--- src/rtl/conv_seq_pkg.sv ---
// Shared types and constants for the convolution sequencer.
package conv_seq_pkg;

  typedef enum logic [1:0] {
    S_IDLE   = 2'd0,
    S_WLOAD  = 2'd1,
    S_STREAM = 2'd2,
    S_FINISH = 2'd3
  } state_t;

  // Conventional location of the weight set in the input SRAM.
  localparam int unsigned WEIGHT_BASE = 4080;

  // Number of kernel taps for a square kernel of edge k.
  function automatic int unsigned taps(input int unsigned k);
    return k * k;
  endfunction

endpackage

--- src/rtl/conv_seq_ctrl_packer.sv ---
// Output-SRAM address counter and GROUP-wide result packer for batch-norm.
module res_group_packer
  import conv_seq_pkg::*;
#(
  parameter int unsigned GROUP  = 4,
  parameter int unsigned RES_W  = 16,
  parameter int unsigned ADDR_W = 13,
  parameter int unsigned DATA_W = 32
) (
  input  logic                     clk,
  input  logic                     rst,
  input  logic                     clr,
  input  logic [RES_W-1:0]         res_data,
  input  logic                     res_valid,
  input  logic                     flush,
  output logic                     out_wr_en,
  output logic [ADDR_W-1:0]        out_wr_addr,
  output logic [DATA_W-1:0]        out_wr_data,
  output logic [GROUP*RES_W-1:0]   grp_data,
  output logic [GROUP-1:0]         grp_keep,
  output logic                     grp_valid
);

  localparam int unsigned CW = $clog2(GROUP + 1);

  logic [ADDR_W-1:0]             wr_cnt_q, wr_cnt_d, addr_cur;
  logic [GROUP-1:0][RES_W-1:0]   slots_q, slots_d;
  logic [CW-1:0]                 fill_q, fill_d;
  logic [GROUP-1:0]              keep_d;
  logic [GROUP*RES_W-1:0]        data_d;
  logic                          emit;

  // Next counter/slot contents; a result arriving with flush is stored before the group is emitted.
  always_comb begin
    addr_cur = clr ? '0 : wr_cnt_q;
    wr_cnt_d = addr_cur + ADDR_W'(res_valid);
    slots_d  = slots_q;
    fill_d   = fill_q;
    if (res_valid) begin
      for (int unsigned i = 0; i < GROUP; i++) begin
        if (fill_q == CW'(i)) slots_d[i] = res_data;
      end
      fill_d = fill_q + CW'(1);
    end
    emit   = (fill_d == CW'(GROUP)) || (flush && (fill_d != '0));
    keep_d = '0;
    data_d = '0;
    for (int unsigned i = 0; i < GROUP; i++) begin
      keep_d[i] = (CW'(i) < fill_d);
      if (keep_d[i]) data_d[i*RES_W +: RES_W] = slots_d[i];
    end
  end

  // Registered output-SRAM write and group outputs.
  always_ff @(posedge clk or posedge rst) begin
    if (rst) begin
      wr_cnt_q    <= '0;
      slots_q     <= '0;
      fill_q      <= '0;
      out_wr_en   <= 1'b0;
      out_wr_addr <= '0;
      out_wr_data <= '0;
      grp_data    <= '0;
      grp_keep    <= '0;
      grp_valid   <= 1'b0;
    end else begin
      wr_cnt_q  <= wr_cnt_d;
      out_wr_en <= res_valid;
      if (res_valid) begin
        out_wr_addr <= addr_cur;
        out_wr_data <= DATA_W'(res_data);
      end else if (clr) begin
        out_wr_addr <= '0;
      end
      grp_valid <= emit;
      if (emit) begin
        slots_q  <= '0;
        fill_q   <= '0;
        grp_data <= data_d;
        grp_keep <= keep_d;
      end else begin
        slots_q  <= slots_d;
        fill_q   <= fill_d;
        grp_data <= '0;
        grp_keep <= '0;
      end
    end
  end

endmodule

--- src/rtl/conv_seq_ctrl.sv ---
// Convolution sequencer: weight load, ifmap streaming and result write-back.
module conv_seq_ctrl
  import conv_seq_pkg::*;
#(
  parameter int unsigned ADDR_W = 13,
  parameter int unsigned DATA_W = 32,
  parameter int unsigned KSIZE  = 3,
  parameter int unsigned RES_W  = 16,
  parameter int unsigned GROUP  = 4
) (
  input  logic                          clk,
  input  logic                          rst,
  input  logic                          start,
  input  logic                          abort,
  input  logic                          reuse_w,
  input  logic [ADDR_W-1:0]             weight_base,
  input  logic [ADDR_W-1:0]             ifmap_base,
  input  logic [ADDR_W-1:0]             ifmap_len,
  output logic                          rd_en,
  output logic [ADDR_W-1:0]             rd_addr,
  input  logic [DATA_W-1:0]             rd_data,
  output logic [KSIZE*KSIZE*DATA_W-1:0] weights,
  output logic [DATA_W-1:0]             conv_num,
  output logic                          conv_num_valid,
  output logic                          busy,
  output logic                          done,
  input  logic [RES_W-1:0]              res_data,
  input  logic                          res_valid,
  input  logic                          flush,
  output logic                          out_wr_en,
  output logic [ADDR_W-1:0]             out_wr_addr,
  output logic [DATA_W-1:0]             out_wr_data,
  output logic [GROUP*RES_W-1:0]        grp_data,
  output logic [GROUP-1:0]              grp_keep,
  output logic                          grp_valid
);

  localparam int unsigned TAPS  = taps(KSIZE);
  localparam int unsigned CNT_W = ADDR_W + 1;

  state_t                     state_q, state_d;
  logic                       w_loaded_q, w_loaded_d;
  logic                       rd_en_q, rd_en_d;
  logic [ADDR_W-1:0]          rd_addr_q, rd_addr_d;
  logic                       rd_pend_q, rd_pend_d;
  logic [TAPS-1:0][DATA_W-1:0] wt_q, wt_d;
  logic [CNT_W-1:0]           issue_q, issue_d, cap_q, cap_d;
  logic [ADDR_W-1:0]          wbase_q, wbase_d, ibase_q, ibase_d, len_q, len_d;
  logic                       done_q, done_d;
  logic                       pack_clr;

  // State register plus the registered read port, weight set and run parameters.
  always_ff @(posedge clk or posedge rst) begin
    if (rst) begin
      state_q    <= S_IDLE;
      w_loaded_q <= 1'b0;
      rd_en_q    <= 1'b0;
      rd_addr_q  <= '0;
      rd_pend_q  <= 1'b0;
      wt_q       <= '0;
      issue_q    <= '0;
      cap_q      <= '0;
      wbase_q    <= '0;
      ibase_q    <= '0;
      len_q      <= '0;
      done_q     <= 1'b0;
    end else begin
      state_q    <= state_d;
      w_loaded_q <= w_loaded_d;
      rd_en_q    <= rd_en_d;
      rd_addr_q  <= rd_addr_d;
      rd_pend_q  <= rd_pend_d;
      wt_q       <= wt_d;
      issue_q    <= issue_d;
      cap_q      <= cap_d;
      wbase_q    <= wbase_d;
      ibase_q    <= ibase_d;
      len_q      <= len_d;
      done_q     <= done_d;
    end
  end

  // Next-state logic; reads are issued one cycle ahead so the first stream read
  // is launched on the same edge that captures the last weight word.
  always_comb begin
    state_d    = state_q;
    w_loaded_d = w_loaded_q;
    rd_en_d    = 1'b0;
    rd_addr_d  = rd_addr_q;
    rd_pend_d  = rd_en_q;
    wt_d       = wt_q;
    issue_d    = issue_q;
    cap_d      = cap_q;
    wbase_d    = wbase_q;
    ibase_d    = ibase_q;
    len_d      = len_q;
    done_d     = 1'b0;
    pack_clr   = 1'b0;

    unique case (state_q)
      S_IDLE: begin
        if (start) begin
          pack_clr = 1'b1;
          wbase_d  = weight_base;
          ibase_d  = ifmap_base;
          len_d    = ifmap_len;
          issue_d  = CNT_W'(1);
          cap_d    = '0;
          if (reuse_w && w_loaded_q) begin
            state_d = S_STREAM;
            if (ifmap_len != '0) begin
              rd_en_d   = 1'b1;
              rd_addr_d = ifmap_base;
            end
          end else begin
            state_d    = S_WLOAD;
            w_loaded_d = 1'b0;
            rd_en_d    = 1'b1;
            rd_addr_d  = weight_base;
          end
        end
      end
      S_WLOAD: begin
        if (issue_q < CNT_W'(TAPS)) begin
          rd_en_d   = 1'b1;
          rd_addr_d = wbase_q + issue_q[ADDR_W-1:0];
          issue_d   = issue_q + CNT_W'(1);
        end
        if (rd_pend_q) begin
          for (int unsigned i = 0; i + 1 < TAPS; i++) wt_d[i] = wt_q[i+1];
          wt_d[TAPS-1] = rd_data;
          cap_d        = cap_q + CNT_W'(1);
          if (cap_q == CNT_W'(TAPS - 1)) begin
            state_d    = S_STREAM;
            w_loaded_d = 1'b1;
            issue_d    = CNT_W'(1);
            cap_d      = '0;
            if (len_q != '0) begin
              rd_en_d   = 1'b1;
              rd_addr_d = ibase_q;
            end
          end
        end
      end
      S_STREAM: begin
        if (len_q == '0) begin
          state_d = S_FINISH;
        end else begin
          if (issue_q < {1'b0, len_q}) begin
            rd_en_d   = 1'b1;
            rd_addr_d = ibase_q + issue_q[ADDR_W-1:0];
            issue_d   = issue_q + CNT_W'(1);
          end
          if (rd_pend_q) begin
            cap_d = cap_q + CNT_W'(1);
            if (cap_q == {1'b0, len_q} - CNT_W'(1)) state_d = S_FINISH;
          end
        end
      end
      S_FINISH: begin
        state_d = S_IDLE;
        done_d  = 1'b1;
      end
      default: state_d = S_IDLE;
    endcase

    if (abort) begin
      state_d   = S_IDLE;
      rd_en_d   = 1'b0;
      rd_pend_d = 1'b0;
      done_d    = 1'b0;
      pack_clr  = 1'b0;
      if (state_q == S_WLOAD) w_loaded_d = 1'b0;
    end
  end

  assign rd_en          = rd_en_q;
  assign rd_addr        = rd_addr_q;
  assign weights        = wt_q;
  assign conv_num_valid = rd_pend_q && (state_q == S_STREAM);
  assign conv_num       = conv_num_valid ? rd_data : '0;
  assign busy           = (state_q != S_IDLE);
  assign done           = done_q;

  res_group_packer #(
    .GROUP  (GROUP),
    .RES_W  (RES_W),
    .ADDR_W (ADDR_W),
    .DATA_W (DATA_W)
  ) u_packer (
    .clk         (clk),
    .rst         (rst),
    .clr         (pack_clr),
    .res_data    (res_data),
    .res_valid   (res_valid),
    .flush       (flush),
    .out_wr_en   (out_wr_en),
    .out_wr_addr (out_wr_addr),
    .out_wr_data (out_wr_data),
    .grp_data    (grp_data),
    .grp_keep    (grp_keep),
    .grp_valid   (grp_valid)
  );

endmodule

--- config.mk ---
export PLATFORM = sky130hd
export DESIGN_NAME = conv_seq_ctrl
export DESIGN_NICKNAME = d
export VERILOG_FILES = /design/src/rtl/conv_seq_pkg.sv /design/src/rtl/conv_seq_ctrl_packer.sv /design/src/rtl/conv_seq_ctrl.sv
export SDC_FILE = /design/constraint.sdc
export NUM_CORES = 1
export LEC_CHECK = 0
export ABC_CLOCK_PERIOD_IN_PS = 24500
export CAP_MARGIN = 20
export CORE_ASPECT_RATIO = 1.5
export CORE_MARGIN = 2
export CORE_UTILIZATION = 55
export DETAILED_ROUTE_END_ITERATION = 6
export DONT_BUFFER_PORTS = 1
export PLACE_DENSITY = 0.7
export SLEW_MARGIN = 20
export SYNTH_ARGS = -nofsm -noshare
export SYNTH_HDL_FRONTEND = slang
export SYNTH_HIERARCHICAL = 1
export SYNTH_SLANG_ARGS = --single-unit
--- constraint.sdc ---
create_clock -name clk -period 24.5 [get_ports clk]
set_input_delay 7.35 -clock clk [delete_from_list [all_inputs] [get_ports clk]]
set_output_delay 7.35 -clock clk [all_outputs]
set_load 0.05 [all_outputs]
Word level (Yosys, flattened, before mapping)
Cells that the tools add are included.
{"block": "word_totals", "in_bits": 94, "out_inout_bits": 452, "reg_bits": 553}
{"block": "classes", "mux": 74, "reduce_logical": 19, "n_lt_le_gt_ge": 6, "add_sub_neg": 7, "n_eq_ne": 20}
{"cell": "2-to-1 mux 64 bit", "count": 3}
{"cell": "2-to-1 mux 13 bit", "count": 12}
{"cell": "2-to-1 mux 14 bit", "count": 11}
{"cell": "2-to-1 mux 16 bit", "count": 8}
{"cell": "case mux 14 bit (3 select lines)", "count": 2}
{"cell": "case mux 13 bit (3 select lines)", "count": 1}
{"cell": "2-to-1 mux 32 bit", "count": 1}
{"cell": "adder 14 x 1 -> 14 bit, second input constant", "count": 2}
{"cell": "adder 13 bit", "count": 2}
{"cell": "nonzero test 13 bit", "count": 2}
{"cell": "2-to-1 mux 1 bit", "count": 22}
{"cell": "2-to-1 mux 2 bit", "count": 8}
{"cell": "AND reduction 5 bit", "count": 3}
{"cell": "equality test 14 bit", "count": 1}
{"cell": "equality test 14 x 4 -> 1 bit, second input constant", "count": 1}
{"cell": "less-than comparator 14 x 13 -> 1 bit", "count": 1}
{"cell": "less-than comparator 14 x 4 -> 1 bit, second input constant", "count": 1}
{"cell": "subtractor 13 x 1 -> 14 bit, second input constant", "count": 1}
{"cell": "adder 13 x 1 -> 13 bit", "count": 1}
{"cell": "logical NOT 13 bit", "count": 1}
{"cell": "inequality test 3 bit, second input constant", "count": 4}
{"cell": "inequality test 2 bit, second input constant", "count": 5}
{"cell": "inequality test 4 bit, second input constant", "count": 2}
{"cell": "case mux 2 bit (4 select lines)", "count": 1}
{"cell": "other kinds (20)", "count": 30}

Depth between registers and ports, before layout
Gate-level depths: netlist of run 1.
{"block": "logic_depth", "depth_word": 7, "ltp_mapped": 13, "depth_no_buf": 10}

Modules after synthesis
Netlist of run 1, hierarchy kept.
{"module": "conv_seq_ctrl", "cells_each": 1368, "n_inst": 1, "seq_area_each_um2": 9359.0, "area_each_um2": 17270.3}
{"module": "res_group_packer", "cells_each": 560, "n_inst": 1, "seq_area_each_um2": 4479.3, "area_each_um2": 7113.1}

Least setup slack after synthesis of run 1
OpenSTA, ideal clock, no wires.
{"block": "synth_path", "path_type": "input -> output", "start": "input rd_data[31]", "end": "output conv_num[31]", "t_arrival_ps": 7799, "n_path_buf": 0, "path_stages": 1, "required_time_ps": 17150, "path_slack_ps": 9351, "path_cell_list": "and3_1"}
{"block": "synth_via", "elab_chain_len": 1}
{"element": "start: declaration", "line_no": "conv_seq_ctrl.sv:21", "text": "input logic [DATA_W-1:0] rd_data,"}
{"element": "2-to-1 mux 32 bit", "line_no": "conv_seq_ctrl.sv:181", "text": "assign conv_num = conv_num_valid ? rd_data : '0;"}
{"element": "end: declaration", "line_no": "conv_seq_ctrl.sv:23", "text": "output logic [DATA_W-1:0] conv_num,"}
No other way between the ends.

Worst setup path after layout of run 1
{"block": "layout_path", "start": "input rd_data[19]", "end": "output conv_num[19]"}
The elaborated chain is that of the path after synthesis.

==> impl_results.md, run 1 <==
* Outcome: completed
* Met2 Resource Use GR at 48.23%
* # Max-Cap Violations at 0
* Slowest cell on the critical path: and3_1
* Die Ht at between 200 and 300 um
* Sequential power share at 54.3%
* Post-CTS setup buffers at 0
* Clock Skew at approximately 17 ps
* Syn Inst Count at 1928
* Worst slack, placed at slightly above 9000 ps
* Routed length per placed instance at 25.53 um
* Layout Nets at approximately 2000
* Final setup margin at slightly above 9000 ps
* Hold crit path type: reg -> reg
* Critical path required time at around 17000 ps
* Cell row count at 94
* I/O Pins at around 550
* Max Slew Vio Count at 0
* Top cells by area, synth: dfrtp_1, mux2_2, mux2i_1
* Synth async-reset ratio at 100.0%
* Critical Path Fanout Max at 2
* Synth top area share at around 57%
* Final Util at around three fifths
* Reg2Reg Launch Point: rd_pend_q
* Met3 Use GR at 8.102%
* Reg2reg setup slack at 20420 ps
* P_sw at about 0.0013 W
* Fmax at about 65 MHz
* Library cells used by synthesis at 73
* Logic pwr share at 20.5%
* Startpoint types: input port
* Pwr Density at roughly 120 nW/um2
* Hold EP: wbase_q[3]
* Vias in the first global route at roughly 16000
* Dpl hpwl at between 40000 and 50000 um
* Final TNS setup at 0 ps
* WL final at around 64000 um
* Grt ovf at 0
* Crit path arrival time at around 7900 ps
* Critical setup path kind: in -> out
* Hold Path Stages at 1
* Placer Congestion at approximately 0.9
* DR vias at approximately 16000
* Synth Flop Type: dfrtp_1
* Clock transition at path regs at 60 ps
* CORE AREA at between 40000 and 50000 um2
* WP depth at 1
* Finish-stage setup viols at 0
* CTS H-tree depth at 2
* Die W at approximately 180 um
* Clock buffer depth at 3
* Resized cells post-CTS at 0
* Layout cells sized above 1 at between 20% and 30%
* Die area at roughly 46000 um2
* Number of I/O port buffers at 0
* DR iter-0 viols at a little over 1000
* Buffers and inverters on the worst path at 0
* Worst-margin pin slew at about 1100 ps
* Pre-antenna DRT Iters at 5
* Reg2reg path depth at 5
* CP top delay family: simple AND/OR/NAND/NOR gates
* GRT met1 Usage at 30.37%
* Hold_buf cts at 0
* Num CTS Buffers at 50
* Slew HR at roughly 29%
* Top Usage Layer GRT: met2
* RSZ-0062 raised after global routing: no
* Starting Density at a little under three fifths
* Hold path start: wbase_q[3]
* Mapped Avg Cell Area at approximately 13 um2
* Register area share after synthesis at between 50% and 60%
* Worst R2R End: weights[129]
* Final ANT Viol Nets at 0
* Final hold vios at 0
* Area leader, netlist: dfrtp_1
* Worst skew pair latency at around 570 ps
* DRC at 0
* Clk sinks at ~550
* Wire length of the first global-routing pass at ~96000 um
* Slowest stage delay, CP at about 580 ps
* Sw Share at 42.40%
* Pin count of the biggest net entering global routing at between 100 and 150
* Synth Warn # at 6
* Vias per cell at ~6.2
* Cell Area, Synth at ~24000 um2
* EDFF count, synth at 0
* CTS tree: built
* P_int at 0.001786 W
* Tot GR Track Use at 27.18%
* Clock share of power at 25.2%
* Area Growth Syn to Fin at 8.416%
* Initial antenna violation count at 5
* Tcrit/Tclk final at about 62%
* Cell breakdown of the critical path: and3_1
* Crit end category: output pin
* Root Driver: clkbuf_16
* Maximum vdd drop at between 100 and 150 uV
* Lkg Pwr at approximately 13 nW
* Synth Register Bits at roughly 550
* Final worst path period need at between 15000 and 20000 ps
## worst max path at each step
stage | start | to | slack (ps)
floorplan | rst | cap_q[0] | 6760
global placement | rd_data[19] | conv_num[19] | 9230
detailed placement | rd_data[19] | conv_num[19] | 9220
CTS | rd_data[19] | conv_num[19] | 9220
global route | rd_data[19] | conv_num[19] | 9230
finish | rd_data[19] | conv_num[19] | 9220
## cell type report
| type | count | area [um2] |
|---|---|---|
| Fill cell | 3435 | 17430 |
| Sequential cell | 553 | 13840 |
| Multi-Input combinational cell | 1223 | 9837 |
| Clock buffer | 75 | 1496 |
| Tap cell | 576 | 720.7 |
| Timing Repair Buffer | 24 | 198.9 |
| Inverter | 43 | 173.9 |
| Clock inverter | 14 | 156.4 |
| Antenna cell | 5 | 12.51 |
## cells in the final DEF, fill, tap and decap left out, types with 4 or more instances in the layout
cell	n
dfrtp_1	552
mux2_2	351
a21oi_1	102
mux2i_1	87
nor2_1	82
nor3_1	64
o21ai_0	61
nand2_1	59
and3_1	54
ha_1	54
clkbuf_16	51
inv_1	41
nand3_1	40
xnor2_1	28
buf_4	21
xor2_1	16
conb_1	16
o31ai_1	15
a211oi_1	15
a21o_1	14
nor2b_1	14
clkbuf_8	13
o211ai_1	11
clkbuf_1	11
nor4_1	10
nand3b_1	9
nand4_1	8
nand2b_1	8
or4_1	7
or3_1	7
a31oi_1	6
a41oi_1	6
clkinv_2	6
diode_2	5
a211o_1	5
nand4b_1	5
a21oi_2	5
a22oi_1	4
o41ai_1	4
## kinds of logic after synthesis
kind of cell             share of synthesized area, %
XOR/XNOR                                        1.580
AO/OA/AOI/OAI                                   7.210
multiplexers                                    19.78
flip-flops                                      56.75
adder cells (fa/ha/maj)                         2.986
buffers and inverters                           3.284
other                                         0.01538
AND/OR/NAND/NOR                                 8.390
## cell usage after synthesis, types with 4 or more instances
cell type and number:
and3_1 54, a211o_1 5, nand2_1 60, clkbuf_1 60
nor3_1 64, buf_1 9, nor4_1 10, nand2b_1 8
a31oi_1 6, buf_2 24, a22oi_1 4, buf_4 22
a21oi_1 102, dfrtp_1 553, o31ai_1 15, nand4_1 8
inv_1 43, a21o_1 14, xnor2_1 28, nand3_1 40
o41ai_1 4, a211oi_1 15, mux2_2 351, nand4b_1 5
buf_6 8, or3_1 7, nor2b_1 14, nor2_1 83
o21ai_0 61, o211ai_1 11, ha_1 55, a21oi_2 5
a41oi_1 6, or4_1 7, nand3b_1 9, mux2i_1 87
xor2_1 16
## sequential cells by signal, summed over array words and instances, names as in the netlist, 3 cells and up
name,count
rd_addr,13
u_packer/out_wr_addr,13
len_q,13
u_packer/out_wr_data,16
cap_q,14
issue_q,14
u_packer/grp_keep,4
u_packer/wr_cnt_q,13
weights,288
ibase_q,13
wbase_q,13
u_packer/fill_q,3
u_packer/grp_data,64
u_packer/slots_q,64
## power by group through the flow
| stage | Clock [W] | Sequential [W] | Combinational [W] |
|---|---|---|---|
| global route | 0.000830 | 0.00170 | 0.000702 |
| finish | 0.000781 | 0.00168 | 0.000637 |
| CTS | 0.000795 | 0.00168 | 0.000635 |
| floorplan | 0 | 0.00160 | 0.000518 |
| global placement | 0 | 0.00170 | 0.000610 |
| detailed placement | 0 | 0.00170 | 0.000632 |
## layer usage
metal	vias to the layer above	part of all wire, %
li1	6840	-
met1	7942	35
met2	649	51
met3	144	8.7
met4	2	4.4
met5	-	0.028
## stage by stage
step	total power [W]	hold slack (ps)	instances	area, um2
2_1_floorplan	0.002116	483.5	1943	24440
6_report	0.003101	514.3	2513	26440
4_1_cts	0.003114	513.1	2506	26390
5_1_grt	0.003237	538.7	2511	26430
3_5_place_dp	0.002335	498.6	2417	24740
3_3_place_gp	0.002306	498.7	2417	24740
Power figures use the tool's default switching activity.
==> run 2, diff against run 1 <==
Settings changed: ABC_CLOCK_PERIOD_IN_PS 24500 to 13900, PLACE_DENSITY 0.7 to 0.73.
Clock period 24.5 ns to 13.9 ns, I/O delays scaled along.
==> impl_results.md, run 2 (synthesis gave the netlist of run 1 again) <==
* Outcome: completed
* Most frequent cells in the layout: dfrtp_1, mux2_2, a21oi_1
* Worst R2R End: weights[111]
* Layout Nets at approximately 2000
* Initial antenna violation count at 5
* Critical setup path kind: in -> out
* Clock transition at path regs at roughly 60 ps
* Final ANT Viol Nets at 0
* Crit path arrival time at between 4000 and 5000 ps
* Reg2Reg Launch Point: rd_pend_q
* Worst slack, placed at approximately 5000 ps
* Critical Path End: conv_num[30]
* Dpl hpwl at roughly 46000 um
* Most common cell after layout, fill and taps aside: dfrtp_1
* Reg2reg setup slack at between 10000 and 15000 ps
* RSZ-0062 raised after global routing: no
* Die Ht at between 200 and 300 um
* Pwr Density at 208.5 nW/um2
* CTS H-tree depth at 2
* Die W at ~180 um
* WL final at 64310 um
* Tcrit/Tclk final at a little under two thirds
* Vias in the first global route at between 15000 and 20000
* Final hold vios at 0
* # Max-Cap Violations at 0
* DR iter-0 viols at 1237
* CTS tree: built
* Number of I/O port buffers at 0
* Slowest stage delay, CP at roughly 520 ps
* Clock Skew at around 25 ps
* Placer Congestion at approximately 0.94
* DR vias at around 16000
* Critical Path Start: rd_data[30]
* Maximum vdd drop at around 240 uV
* Slew HR at a little under a third
* Pre-antenna DRT Iters at 5
* Hold crit path type: reg -> reg
* Finish-stage setup viols at 0
* Cell breakdown of the critical path: and3_1
* Critical path required time at ~10000 ps
* Final setup margin at between 5000 and 6000 ps
* Critical Path Fanout Max at 2
* Max reg flops at ~290
* Fill cells at around 3400
* Slowest cell on the critical path: and3_1
* Vias per cell at between 6 and 7
* Grt ovf at 0
* Clk sinks at between 500 and 600
* Final TNS setup at 0 ps
* Pin count of the biggest net entering global routing at 183
* Worst-margin pin slew at approximately 1000 ps
* Wire length of the first global-routing pass at 96960 um
* WP depth at 1
* Clock buffer depth at 3
* CORE AREA at 43870 um2
* Reg2reg path depth at 4
* I/O Pins at roughly 550
* Final Util at between 60% and 70%
* Startpoint types: input port
* Lkg Pwr at about 13 nW
* CP top delay family: simple AND/OR/NAND/NOR gates
* Post-CTS setup buffers at 0
* DRC at 0
* Worst skew pair latency at ~580 ps
* Buffers and inverters on the worst path at 0
* Layout cells sized above 1 at ~25%
* Area Growth Syn to Fin at 8.888%
* Num CTS Buffers at 49
* Tot GR Track Use at 27.31%
* Resized cells post-CTS at 0
* Final worst path period need at 8868 ps
* Routed length per placed instance at around 26 um
* Cell row count at 94
* Fmax at 112.8 MHz
* Root Driver: clkbuf_16
* Starting Density at between 50% and 60%
* Die area at roughly 46000 um2
* Hold_buf cts at 0
* Max Slew Vio Count at 0
* Crit end category: output pin
-- run 2: changes by cell type in the layout (fill, tap and decap cells not counted), moves of 2 or more --
cell and delta:
clkbuf_1 -6, buf_4 -5, clkinvlp_4 +5, clkbuf_8 +4, diode_2 -4, bufinv_16 +3, buf_12 +2, buf_6 +2
clkbuf_16 -2
-- run 2: worst min path at each step --
stage / cells after the start / endpoint / start
floorplan: 1 / wbase_q[11] / wbase_q[11]
global placement: 1 / wbase_q[11] / wbase_q[11]
detailed placement: 1 / wbase_q[11] / wbase_q[11]
CTS: 1 / wbase_q[11] / wbase_q[11]
global route: 1 / wbase_q[3] / wbase_q[3]
finish: 1 / wbase_q[11] / wbase_q[11]
-- run 2: cell type report --
cell class | instances | area, um2 | share of cell area [%]
Inverter | 43 | 170.2 | 0.6409
Tap cell | 576 | 720.7 | 2.714
Sequential cell | 553 | 13840 | 52.13
Clock buffer | 71 | 1479 | 5.570
Multi-Input combinational cell | 1223 | 9837 | 37.05
Timing Repair Buffer | 23 | 236.5 | 0.8907
Clock inverter | 19 | 265.3 | 0.9991
Antenna cell | 1 | 2.502 | 0.009425
-- run 2: power breakdown --
group	total, W	internal (W)	switching (W)	leakage (nW)
registers	0.00297	0.00188	0.00109	7.38
clock network	0.00144	0.000836	0.000607	0.847
logic	0.00112	0.000486	0.000635	4.91
total	0.00554	0.00320	0.00234	13.1
-- run 2: metal layers --
metal	up-vias	share of wire (%)	track usage, %
met5	-	0.028	0
met4	2	4.3	11.23
met3	154	7.9	6.684
met2	703	51	48.23
met1	8019	37	31.95
li1	6834	-	-
-- run 2: through the flow --
| stage | hold WS [ps] | std cells | area (um2) | total power, W |
|---|---|---|---|---|
| 5_1_grt | 527.4 | 2508 | 26550 | 0.005774 |
| 3_5_place_dp | 501.7 | 2416 | 24760 | 0.004119 |
| 2_1_floorplan | 483.5 | 1943 | 24440 | 0.003729 |
| 3_3_place_gp | 495.5 | 2414 | 24740 | 0.004065 |
| 4_1_cts | 515.6 | 2506 | 26510 | 0.005559 |
| 6_report | 514.7 | 2509 | 26550 | 0.005537 |
